$ cat src/rtl/reaction_stats.sv
// rtl/reaction_stats.sv - reaction-time statistics: last, best, truncated mean, trial count
//
// Collects accepted reaction times from the upstream game stage and keeps
// running statistics. The mean is produced by a 16-cycle restoring divider
// (sum / trial_count) after every accepted trial.
//
// Ports:
//   clk           in   sole clock, rising edge
//   reset         in   asynchronous, active-low reset
//   result_valid  in   one-cycle pulse, result_ms is valid
//   result_ms     in   reaction time in ms (0..4095)
//   clear         in   synchronous pulse, wipes all statistics and aborts a division
//   disp_sel      in   display select: 0 last, 1 best, 2 average, 3 trial count
//   disp_value    out  registered selected statistic (1-cycle latency)
//   last_ms       out  latest accepted result
//   best_ms       out  minimum accepted result (0 while no trials)
//   avg_ms        out  truncated mean of accepted results (0 while no trials)
//   trial_count   out  number of accepted trials
//   busy          out  division in progress
//   new_best      out  one-cycle pulse, the last accepted result became best
//   false_start   out  one-cycle pulse, a result below MIN_VALID_MS was rejected
//   overrun       out  one-cycle pulse, a result arrived while busy or full
//   full          out  MAX_TRIALS trials accepted, further results ignored

module reaction_stats #(
    parameter int unsigned MAX_TRIALS   = 8,
    parameter int unsigned MIN_VALID_MS = 100
) (
    input  logic        clk,
    input  logic        reset,
    input  logic        result_valid,
    input  logic [11:0] result_ms,
    input  logic        clear,
    input  logic [1:0]  disp_sel,
    output logic [11:0] disp_value,
    output logic [11:0] last_ms,
    output logic [11:0] best_ms,
    output logic [11:0] avg_ms,
    output logic [3:0]  trial_count,
    output logic        busy,
    output logic        new_best,
    output logic        false_start,
    output logic        overrun,
    output logic        full
);

    localparam logic [11:0] MIN_MS  = 12'(MIN_VALID_MS);
    localparam logic [3:0]  MAX_CNT = 4'(MAX_TRIALS);

    typedef enum logic [1:0] {
        S_IDLE   = 2'd0,
        S_DIVIDE = 2'd1,
        S_FULL   = 2'd2
    } state_t;

    state_t      state_q, state_d;
    logic [15:0] sum_q, sum_d;
    logic [3:0]  count_q, count_d;
    logic [11:0] last_q, last_d;
    logic [11:0] best_q, best_d;
    logic [11:0] avg_q, avg_d;
    logic [15:0] quo_q, quo_d;
    logic [3:0]  rem_q, rem_d;
    logic [3:0]  step_q, step_d;
    logic        new_best_q, new_best_d;
    logic        false_start_q, false_start_d;
    logic        overrun_q, overrun_d;
    logic [11:0] disp_q, disp_d;

    // One restoring-division step. quo_q starts as the dividend and is shifted
    // left each cycle, the quotient bits entering from the right. The partial
    // remainder is always below the divisor (at most 15), so four bits hold it.
    logic [4:0]  rem_shift;
    logic        quo_bit;
    logic [4:0]  rem_trial;
    logic [15:0] quo_step;

    always_comb begin
        rem_shift = {rem_q, quo_q[15]};
        quo_bit   = (rem_shift >= {1'b0, count_q});
        rem_trial = quo_bit ? (rem_shift - {1'b0, count_q}) : rem_shift;
        quo_step  = {quo_q[14:0], quo_bit};
    end

    // Acceptance helpers for a new result arriving in IDLE.
    logic [15:0] sum_new;
    logic        takes_best;

    always_comb begin
        sum_new    = sum_q + {4'd0, result_ms};
        takes_best = (count_q == 4'd0) || (result_ms < best_q);
    end

    always_comb begin
        state_d       = state_q;
        sum_d         = sum_q;
        count_d       = count_q;
        last_d        = last_q;
        best_d        = best_q;
        avg_d         = avg_q;
        quo_d         = quo_q;
        rem_d         = rem_q;
        step_d        = step_q;
        new_best_d    = 1'b0;
        false_start_d = 1'b0;
        overrun_d     = 1'b0;

        case (disp_sel)
            2'd0:    disp_d = last_q;
            2'd1:    disp_d = best_q;
            2'd2:    disp_d = avg_q;
            default: disp_d = {8'd0, count_q};
        endcase

        if (clear) begin
            // clear wins over everything, including a result on the same edge,
            // which is dropped without raising any flag.
            state_d = S_IDLE;
            sum_d   = 16'd0;
            count_d = 4'd0;
            last_d  = 12'd0;
            best_d  = 12'd0;
            avg_d   = 12'd0;
            quo_d   = 16'd0;
            rem_d   = 4'd0;
            step_d  = 4'd0;
        end else begin
            case (state_q)
                S_IDLE: begin
                    if (result_valid) begin
                        if (result_ms >= MIN_MS) begin
                            last_d     = result_ms;
                            sum_d      = sum_new;
                            count_d    = count_q + 4'd1;
                            quo_d      = sum_new;
                            rem_d      = 4'd0;
                            step_d     = 4'd0;
                            new_best_d = takes_best;
                            if (takes_best) begin
                                best_d = result_ms;
                            end
                            state_d = S_DIVIDE;
                        end else begin
                            false_start_d = 1'b1;
                        end
                    end
                end

                S_DIVIDE: begin
                    overrun_d = result_valid;
                    quo_d     = quo_step;
                    rem_d     = rem_trial[3:0];
                    step_d    = step_q + 4'd1;
                    // The sixteenth step produces the final quotient; it always
                    // fits in 12 bits because sum <= count * 4095.
                    if (step_q == 4'd15) begin
                        avg_d   = quo_step[11:0];
                        state_d = (count_q == MAX_CNT) ? S_FULL : S_IDLE;
                    end
                end

                S_FULL: begin
                    overrun_d = result_valid;
                end

                default: begin
                    state_d = S_IDLE;
                end
            endcase
        end
    end

    always_ff @(posedge clk or negedge reset) begin
        if (!reset) begin
            state_q       <= S_IDLE;
            sum_q         <= 16'd0;
            count_q       <= 4'd0;
            last_q        <= 12'd0;
            best_q        <= 12'd0;
            avg_q         <= 12'd0;
            quo_q         <= 16'd0;
            rem_q         <= 4'd0;
            step_q        <= 4'd0;
            new_best_q    <= 1'b0;
            false_start_q <= 1'b0;
            overrun_q     <= 1'b0;
            disp_q        <= 12'd0;
        end else begin
            state_q       <= state_d;
            sum_q         <= sum_d;
            count_q       <= count_d;
            last_q        <= last_d;
            best_q        <= best_d;
            avg_q         <= avg_d;
            quo_q         <= quo_d;
            rem_q         <= rem_d;
            step_q        <= step_d;
            new_best_q    <= new_best_d;
            false_start_q <= false_start_d;
            overrun_q     <= overrun_d;
            disp_q        <= disp_d;
        end
    end

    assign disp_value  = disp_q;
    assign last_ms     = last_q;
    assign best_ms     = best_q;
    assign avg_ms      = avg_q;
    assign trial_count = count_q;
    assign busy        = (state_q == S_DIVIDE);
    assign full        = (state_q == S_FULL);
    assign new_best    = new_best_q;
    assign false_start = false_start_q;
    assign overrun     = overrun_q;

endmodule

$ cat config.mk
export PLATFORM = sky130hd
export DESIGN_NAME = reaction_stats
export DESIGN_NICKNAME = d
export VERILOG_FILES = /design/src/rtl/reaction_stats.sv
export SDC_FILE = /design/constraint.sdc
export NUM_CORES = 1
export LEC_CHECK = 0
export BUFFER_PORTS_ARGS = -buffer_cell sky130_fd_sc_hd__buf_2
export CORE_MARGIN = 3
export CORE_UTILIZATION = 51
export CTS_CLUSTER_SIZE = 30
export DETAILED_ROUTE_END_ITERATION = 10
export PLACE_DENSITY = 0.73
export SLEW_MARGIN = 20
export SYNTH_ARGS = -nofsm -noshare
export SYNTH_HDL_FRONTEND = slang
export SYNTH_SLANG_ARGS = --single-unit
$ cat constraint.sdc
create_clock -name clk -period 4.6 [get_ports clk]
set_input_delay 0 -clock clk [delete_from_list [all_inputs] [get_ports clk]]
set_output_delay 0 -clock clk [all_outputs]
set_load 0.02 [all_outputs]
==> metrics.csv, run 1 <==
metric,value,unit
outcome,"finished, final reports clean",
Mapped Cells,533,
"FF+latch count, synth",97,
# IOs,75,
Hold Path Class,input pin to register,
Mapped Avg Cell Area,10.0,um2
Worst Hold End,disp_value[11],
R2R cell count,7,
clk sinks,97,
total gr overflow,0,
setup TNS,0,ps
H-tree levels,3,
DR top layer,met4,
clock skew,7.76,ps
CTS Buf Count,9,
Worst R2R Setup Slack,1880,ps
drt via density,5.94,
DRT Pass-1 Iters,5,
Post-synth EDFFs,0,
Netlist cell types,62,
Leakage,3.02,nW
input/output buffers,74,
"commonest non-fill, non-tap cell in the layout",dfrtp_1,
"critical path fanouts, max",12,
Bufs on Longest Clock Path,2,
CP Capture Type,register,
Slew Limit Headroom,35.4,%
# Max-Cap Violations,0,
Worst-path clk slew,90,ps
Critical R2R Launch,trial_count[1],
Starting Density,53.6,%
Hold Crit Start,disp_sel[0],
routed via count,4449,
count of final setup violators,0,
yosys warns,0,
pwr/cell area,375,nW/um2
GPL Wtd Cong,0.877,
CTS-repair resized insts,0,
Area Growth Syn to Fin,15.5,%
row count,36,
DRT Wirelength,13.8,mm
met1 wire length,6.18,mm
layout cells sized above 1,18.3,%
max-slew violations,0,
Critical Path RT,4830,ps
die height,108,um
die footprint,11700,um2
TritonCTS clock tree,done,
r2r endpoint,best_ms[2],
largest net degree at the start of global routing,54,
Final Hold Fails,0,
syn_nets,586,
Main synth FF type,dfrtp_1,
slew of the pin with the lowest slew margin,967,ps
Starting DRT DRC Count,372,
global-route wire length before repair,22.5,mm
final instance area,6170,um2
number of global-route vias before repair,4453,
"Period Utilization, post-route",59.1,%
die width,108,um
routed wl met2,6.48,mm
most frequent cells in the layout,"dfrtp_1 (97), buf_2 (73), nand2_1 (62)",
"Seq/Total Area, Yosys",45.5,%
Clock Latency Late Sink,380,ps
Worst Path Arrival,2950,ps
overall fraction of global-route tracks in use,24.8,%
nets,664,
Antenna Cells,0,
unrepaired setup endpoints after global routing,no,
WS Path Type,register to register,
"antenna viol nets, final",0,
Max Fclk,0.368,GHz
post-route minimum period,2720,ps
initial antenna violation count,0,
buffer count from post-CTS setup fixing,0,
placed cell area,5810,um2
# DRC,0,
Hold Buf Count CTS,14,
clock root buffer,clkbuf_8,
Peak VDD IR,0.000147,V
Synth Cell Area,5340,um2
hpwl dp,9.61,mm
Startpoint Class,register,
ys async rst share,100,%
Core ar.,9950,um2
Met3 Wirelength,812,um
Avg WL per Cell,18.4,um
hold depth,2,
per-layer routing:
layer,track usage (%),vias up
met1,34.4,2194
met2,39.1,161
met5,0,-
met3,3.82,28
met4,10.4,0
li1,-,2066
kinds of logic after synthesis:
group           Yosys count  share of synthesized area (%)
flops                    97                           45.5
mux                      32                           6.96
compound gates          142                           18.4
buf+inv                  48                           3.77
fa+ha+maj                35                           8.49
simple gates            163                           14.3
xor+xnor                 16                           2.63
power by group:
group	switching, mW	total [mW]	internal, mW	leakage, nW
Combinational	0.413	0.677	0.264	1.59
Clock	0.314	0.621	0.307	0.114
Sequential	0.0725	1.01	0.941	1.31
how the worst max path moves through the flow:
stage	startpoint	endpoint	slack [ps]	cells past startpoint
2_1_floorplan	sum_q[0]	sum_q[10]	2330	8
3_3_place_gp	trial_count[1]	best_ms[8]	1770	8
3_5_place_dp	trial_count[1]	best_ms[5]	1920	7
4_1_cts	trial_count[1]	best_ms[2]	1880	8
5_1_grt	trial_count[1]	best_ms[10]	1660	7
6_report	trial_count[1]	best_ms[2]	1880	7
synthesized netlist by cell type (all sizes together), types with 5 or more instances:
library cell  count  share of area (%)
o21ai            28                2.6
nand4             6               0.70
clkbuf           14               0.98
nor3             10               0.94
a211oi            5               0.80
nor2b             7               0.82
nand3             7               0.66
o21a              6               0.84
nand2b            8               0.94
xor2              6               0.98
and3              5               0.68
xnor2            10                1.6
ha               33                7.7
buf              12                1.2
nand2            62                4.4
a21oi            36                3.4
inv              22                1.5
dfrtp            97                 45
a22o             28                4.6
a21o              6               0.84
mux2i            27                5.1
nor2             43                3.0
flip-flops by register name, indices dropped and copies added, names as in the netlist:
| name | cells |
|---|---|
| avg_ms | 12 |
| best_ms | 12 |
| disp_value | 12 |
| false_start | 1 |
| last_ms | 12 |
| new_best | 1 |
| overrun | 1 |
| quo_q | 16 |
| rem_q | 4 |
| state_q | 2 |
| step_q | 4 |
| sum_q | 16 |
| trial_count | 4 |
area by class of cell:
| cell class | instances | area (um2) |
|---|---|---|
| fillers | 829 | 3790 |
| well taps | 133 | 166 |
| clock inverters | 7 | 92.6 |
| clock buffers | 9 | 124 |
| inverters | 22 | 82.6 |
| multi-input cells | 388 | 2720 |
| repair buffers | 93 | 551 |
| flip-flops and latches | 97 | 2430 |
metrics by stage:
| stage | util [%] | setup slack (ps) | std cells | hold slack, ps | total power [mW] |
|---|---|---|---|---|---|
| 6_report | 62.0 | 1880 | 749 | 47.0 | 2.31 |
| 5_1_grt | 62.0 | 1660 | 749 | 67.1 | 2.44 |
| 3_5_place_dp | 58.3 | 1920 | 719 | 89.3 | 1.69 |
| 4_1_cts | 61.9 | 1880 | 749 | 46.5 | 2.31 |
| 2_1_floorplan | - | 2330 | 533 | -296 | 1.49 |
| 3_3_place_gp | 58.3 | 1770 | 719 | 82.1 | 1.66 |
critical path: stages (launching register included):
cell and delay, ps:
dfrtp_1 470, inv_1 110, ha_1 160, nor3b_1 470
nor4_1 240, a211oi_4 770, mux2i_1 300, nor2_1 60
Power figures use the tool's default switching activity.
==> run 2, diff against run 1 <==
- clock period: 4.6 -> 2.65 ns (I/O delays scaled with it)
==> metrics.csv, run 2 (synthesis gave the netlist of run 1 again) <==
metric,value,unit,change
CTS Buf Count,9,,unchanged
Critical R2R Launch,sum_q[0],,
H-tree levels,3,,unchanged
Worst Path Buf+Inv,0,,-1
WS Path Type,register to register,,
max-slew violations,0,,unchanged
"Largest stage delay, worst path",410,ps,-360 ps
# Max-Cap Violations,0,,unchanged
Startpoint Class,register,,
count of final setup violators,0,,unchanged
gr busiest metal,met2,,
Final Hold Fails,0,,unchanged
met1 usage,33.2,%,-1.2 points
CP cell instances,"ha_1, fa_1, a21oi_1, o22ai_1, o21ba_2, or2_2, xor2_1, a22o_1",,
die height,108,um,unchanged
# IOs,75,,unchanged
worst setup path startpoint,sum_q[0],,
Top Family by Delay on Critical Path,compound AO/OA/AOI/OAI gates,,
Leakage,3.05,nW,+0.92%
Worst path depth,8,,+1
DRT Wirelength,13.5,mm,-2.4%
outcome,"finished, final reports clean",,
Core ar.,9950,um2,unchanged
overall fraction of global-route tracks in use,24.4,%,-0.45 points
nets,670,,+0.90%
Slew Limit Headroom,36.7,%,+1.3 points
final instance area,6210,um2,+0.69%
Starting DRT DRC Count,305,,-18%
unrepaired setup endpoints after global routing,no,,
clock skew,12.7,ps,+4.99 ps
Area Growth Syn to Fin,16.3,%,
grt met3 use,3.34,%,-0.48 points
die footprint,11700,um2,unchanged
CP Capture Type,register,,
largest net degree at the start of global routing,59,,+9.3%
r2r endpoint,sum_q[10],,
CP endpoint,sum_q[10],,
# DRC,0,,unchanged
TritonCTS clock tree,done,,
hpwl dp,9.79,mm,+1.8%
global-route wire length before repair,22.3,mm,-0.76%
total gr overflow,0,,unchanged
GPL Wtd Cong,0.905,,+3.2%
clock root buffer,clkbuf_8,,
pwr/cell area,636,nW/um2,+70%
drt via density,5.87,,-1.2%
most frequent cells in the layout,"dfrtp_1 (97), buf_2 (73), nand2_1 (62)",,
Antenna Cells,0,,unchanged
GR Util met2,40.1,%,+0.93 points
Bufs on Longest Clock Path,2,,unchanged
CP max-delay cell,fa_1,,
Critical Path RT,2920,ps,-1910 ps
row count,36,,unchanged
routed via count,4429,,-0.45%
"Period Utilization, post-route",92.3,%,+33 points
Hold Path Class,input pin to register,,
die width,108,um,unchanged
# fillers,823,,-0.72%
Inst Count DP,725,,+0.83%
CTS-repair resized insts,0,,unchanged
Placement Setup Slack,216,ps,-1710 ps
layout cells sized above 1,19.0,%,+0.63 points
"antenna viol nets, final",0,,unchanged
R2R cell count,8,,+1
clk sinks,97,,unchanged
Max Fclk,0.409,GHz,+11%
Worst-path clk slew,90,ps,about the same
number of global-route vias before repair,4349,,-2.3%
slew of the pin with the lowest slew margin,950,ps,-17.2 ps
largest registers,"quo_q: 16 flops, sum_q: 16 flops",,
"critical path fanouts, max",4,,-8
Clock Latency Late Sink,370,ps,about the same
"commonest non-fill, non-tap cell in the layout",dfrtp_1,,
Starting Density,53.6,%,unchanged
placed cell area,5860,um2,+0.86%
post-route minimum period,2450,ps,-273 ps
Final Worst Setup Slack,203,ps,-1680 ps
Worst R2R Setup Slack,200,ps,-1680 ps
"non-filler cells, final",755,,+0.80%
DRT Pass-1 Iters,5,,unchanged
input/output buffers,74,,unchanged
initial antenna violation count,0,,unchanged
Avg WL per Cell,17.8,um,-3.1%
Worst Path Arrival,2710,ps,-240 ps
Peak VDD IR,0.000241,V,+64%
setup TNS,0,ps,unchanged
-- run 2: stage by stage --
step                hold slack, ps  power [mW]  util, %
floorplan                     -296        2.59        -
detailed placement             116        2.95     58.8
global placement               107        2.91     58.8
global route                  46.3        4.19     62.4
CTS                           34.8        3.97     62.3
finish                        47.7        3.95     62.4
-- run 2: per-layer routing --
layer  routed length [um]  part of all wire, %  up-vias
met5                    0                    0        -
met2                 6360                   47      154
met1                 6140                   46     2176
met3                  793                  5.9       16
met4                  177                  1.3        0
li1                     -                    -     2083
-- run 2: worst register-to-register path: stages (launching register included) --
cell and delay [ps]:
dfrtp_1 390, ha_1 220, fa_1 410, a21oi_1 230, o22ai_1 160, o21ba_2 250, or2_2 310, xor2_1 150
a22o_1 230
-- run 2: where the power goes --
part | leakage, nW | internal, mW | total [mW] | switching (mW)
Combinational | 1.63 | 0.474 | 1.19 | 0.714
Clock | 0.107 | 0.489 | 1.01 | 0.520
Sequential | 1.31 | 1.63 | 1.75 | 0.122
Total | 3.05 | 2.60 | 3.95 | 1.36
-- run 2: worst min-delay path by stage --
stage / start / to / slack [ps] / depth (start not counted)
after global routing: disp_sel[0] / disp_value[8] / 50 / 2
after detailed placement: reset / disp_value[7] / 120 / 1
after floorplan: reset / avg_ms[0] / -300 / 0
after global placement: reset / disp_value[7] / 110 / 1
final: disp_sel[0] / disp_value[4] / 50 / 2
after CTS: disp_sel[0] / disp_value[11] / 30 / 2
-- run 2: layout make-up --
type / instances / area (um2) / area share, %
clock buffer: 12 / 155 / 2.50
clock inverter: 4 / 48.8 / 0.786
inverter: 22 / 82.6 / 1.33
multi-input combinational: 388 / 2720 / 43.8
sequential: 97 / 2430 / 39.1
tap: 133 / 166 / 2.68
timing repair buffer: 99 / 608 / 9.79
-- run 2: repair_timing --
action | CTS | global route
buffers inserted | 0 | 0
hold buffers | 14 | 0
hold endpoints to repair | 76 | 0
==> run 3, diff against run 2 <==
- CORE_UTILIZATION: 51 -> 58
- PLACE_DENSITY: 0.73 -> 0.82
==> metrics.csv, run 3 (synthesis gave the netlist of run 1 again) <==
metric,value,unit,change
"commonest non-fill, non-tap cell in the layout",dfrtp_1,,
Hold Buf Count CTS,14,,unchanged
Max Fclk,0.400,GHz,-2.0%
Avg WL per Cell,19.3,um,+8.3%
Clock Latency Late Sink,370,ps,about the same
"Period Utilization, post-route",94.2,%,+1.9 points
count of final setup violators,0,,unchanged
P_int,2.46,mW,-5.3%
# IOs,75,,unchanged
setup TNS,0,ps,unchanged
row count,34,,-5.6%
max-slew violations,0,,unchanged
pwr/cell area,635,nW/um2,-0.31%
most frequent cells in the layout,"dfrtp_1 (97), buf_2 (73), nand2_1 (62)",,
Worst-path clk slew,100,ps,about the same
clock network fraction of total power,23.7,%,-1.8 points
Peak VDD IR,0.000298,V,+24%
total gr overflow,0,,unchanged
Area Growth Syn to Fin,15.2,%,
buffer count from post-CTS setup fixing,0,,unchanged
CP Capture Type,register,,
outcome,"finished, final reports clean",,
Startpoint Class,register,,
Slew Limit Headroom,49.4,%,+13 points
WS Path Type,register to register,,
Switching Fraction,37.0,%,+2.7 points
clock skew,10.2,ps,-2.58 ps
Critical Path RT,2950,ps,+30 ps
Final Hold Fails,0,,unchanged
share of power burned in registers,45.2,%,+0.8 points
Hold Path Class,input pin to register,,
Starting Density,60.3,%,+6.7 points
DRT Wirelength,14.1,mm,+4.6%
hpwl dp,9.90,mm,+1.1%
# fillers,648,,-21%
die footprint,10400,um2,-11%
"antenna viol nets, final",0,,unchanged
Starting DRT DRC Count,382,,+25%
# Max-Cap Violations,0,,unchanged
unrepaired setup endpoints after global routing,no,,
DRT Pass-1 Iters,5,,unchanged
routed via count,4597,,+3.8%
Bufs on Longest Clock Path,2,,unchanged
Leakage,3.01,nW,-1.1%
layout cells sized above 1,19.0,%,+0.031 points
P_sw,1.44,mW,+6.4%
largest registers,"quo_q: 16 flops, sum_q: 16 flops",,
die width,102,um,-5.9%
CTS Buf Count,9,,unchanged
global-route wire length before repair,22.9,mm,+2.7%
drt via density,6.31,,+7.5%
overall fraction of global-route tracks in use,28.1,%,+3.7 points
Gate power share,31.1,%,+1.0 points
clock root buffer,clkbuf_8,,
input/output buffers,74,,unchanged
die height,102,um,-5.9%
post-route minimum period,2500,ps,+50.0 ps
number of global-route vias before repair,4550,,+4.6%
slew of the pin with the lowest slew margin,760,ps,-190 ps
Antenna Cells,0,,unchanged
initial antenna violation count,0,,unchanged
# DRC,0,,unchanged
GPL Wtd Cong,0.864,,-4.5%
Util after Layout,69.5,%,+7.1 points
Worst Path Arrival,2800,ps,+90 ps
largest net degree at the start of global routing,58,,-1.7%
Inst Count DP,699,,-3.6%
H-tree levels,3,,unchanged
Core ar.,8850,um2,-11%
nets,669,,-0.15%
CTS-repair resized insts,0,,unchanged
TritonCTS clock tree,done,,
clk sinks,97,,unchanged
"non-filler cells, final",729,,-3.4%
"critical path fanouts, max",4,,unchanged
-- run 3: path summary, 6_finish.rpt --
kind | slack, ps | cells after the start | from | endpoint
max in group asynchronous | 1720 | 3 | reset | best_ms[2]
worst min-delay path | 10 | 2 | clear | overrun
min in group asynchronous | 250 | 2 | reset | disp_value[10]
worst max-delay path | 150 | 7 | sum_q[3] | quo_q[13]
worst min register to register | 520 | 1 | sum_q[11] | sum_q[11]
worst max register to register | 150 | 7 | sum_q[3] | quo_q[13]
-- run 3: layout make-up --
type / instances / area, um2 / area share, %
multi-input cells: 388 / 2720 / 44.3
flip-flops and latches: 97 / 2430 / 39.5
repair buffers: 98 / 601 / 9.77
well taps: 108 / 135 / 2.20
clock buffers: 10 / 128 / 2.08
inverters: 22 / 82.6 / 1.34
clock inverters: 6 / 52.6 / 0.855
-- run 3: per-layer routing --
layer  global-route usage (%)  wire length, um  vias to the layer above
li1                         -                -                     2076
met1                     38.7             6130                     2278
met2                     46.2             6790                      214
met3                     3.41              896                       29
met4                     10.2              259                        0
met5                        0                0                        -
-- run 3: metrics by stage --
stage / worst slack (ps) / power, mW / hold WS [ps] / cell area (um2)
4_1_cts: 118 / 3.89 / 11.3 / 6140
3_3_place_gp: 278 / 2.90 / 107 / 5820
2_1_floorplan: 380 / 2.59 / -296 / 5340
3_5_place_dp: 225 / 2.96 / 120 / 5820
6_report: 153 / 3.90 / 11.6 / 6150
5_1_grt: 12.5 / 4.11 / 24.5 / 6150
-- run 3: power by group through the flow --
stage	registers (mW)	clock network, mW	logic [mW]
final	1.76	0.925	1.21
after global routing	1.78	0.992	1.34
after CTS	1.76	0.927	1.20
after detailed placement	1.79	0	1.17
after global placement	1.78	0	1.12
after floorplan	1.82	0	0.775
-- run 3: worst max-delay path, stage by stage, from the launching register on --
cell      delay, ps
dfrtp_1         410
ha_1            370
o211ai_1        150
o21a_1          270
o21ai_1         240
o311ai_1        210
or4b_2          680
nand3_1         100
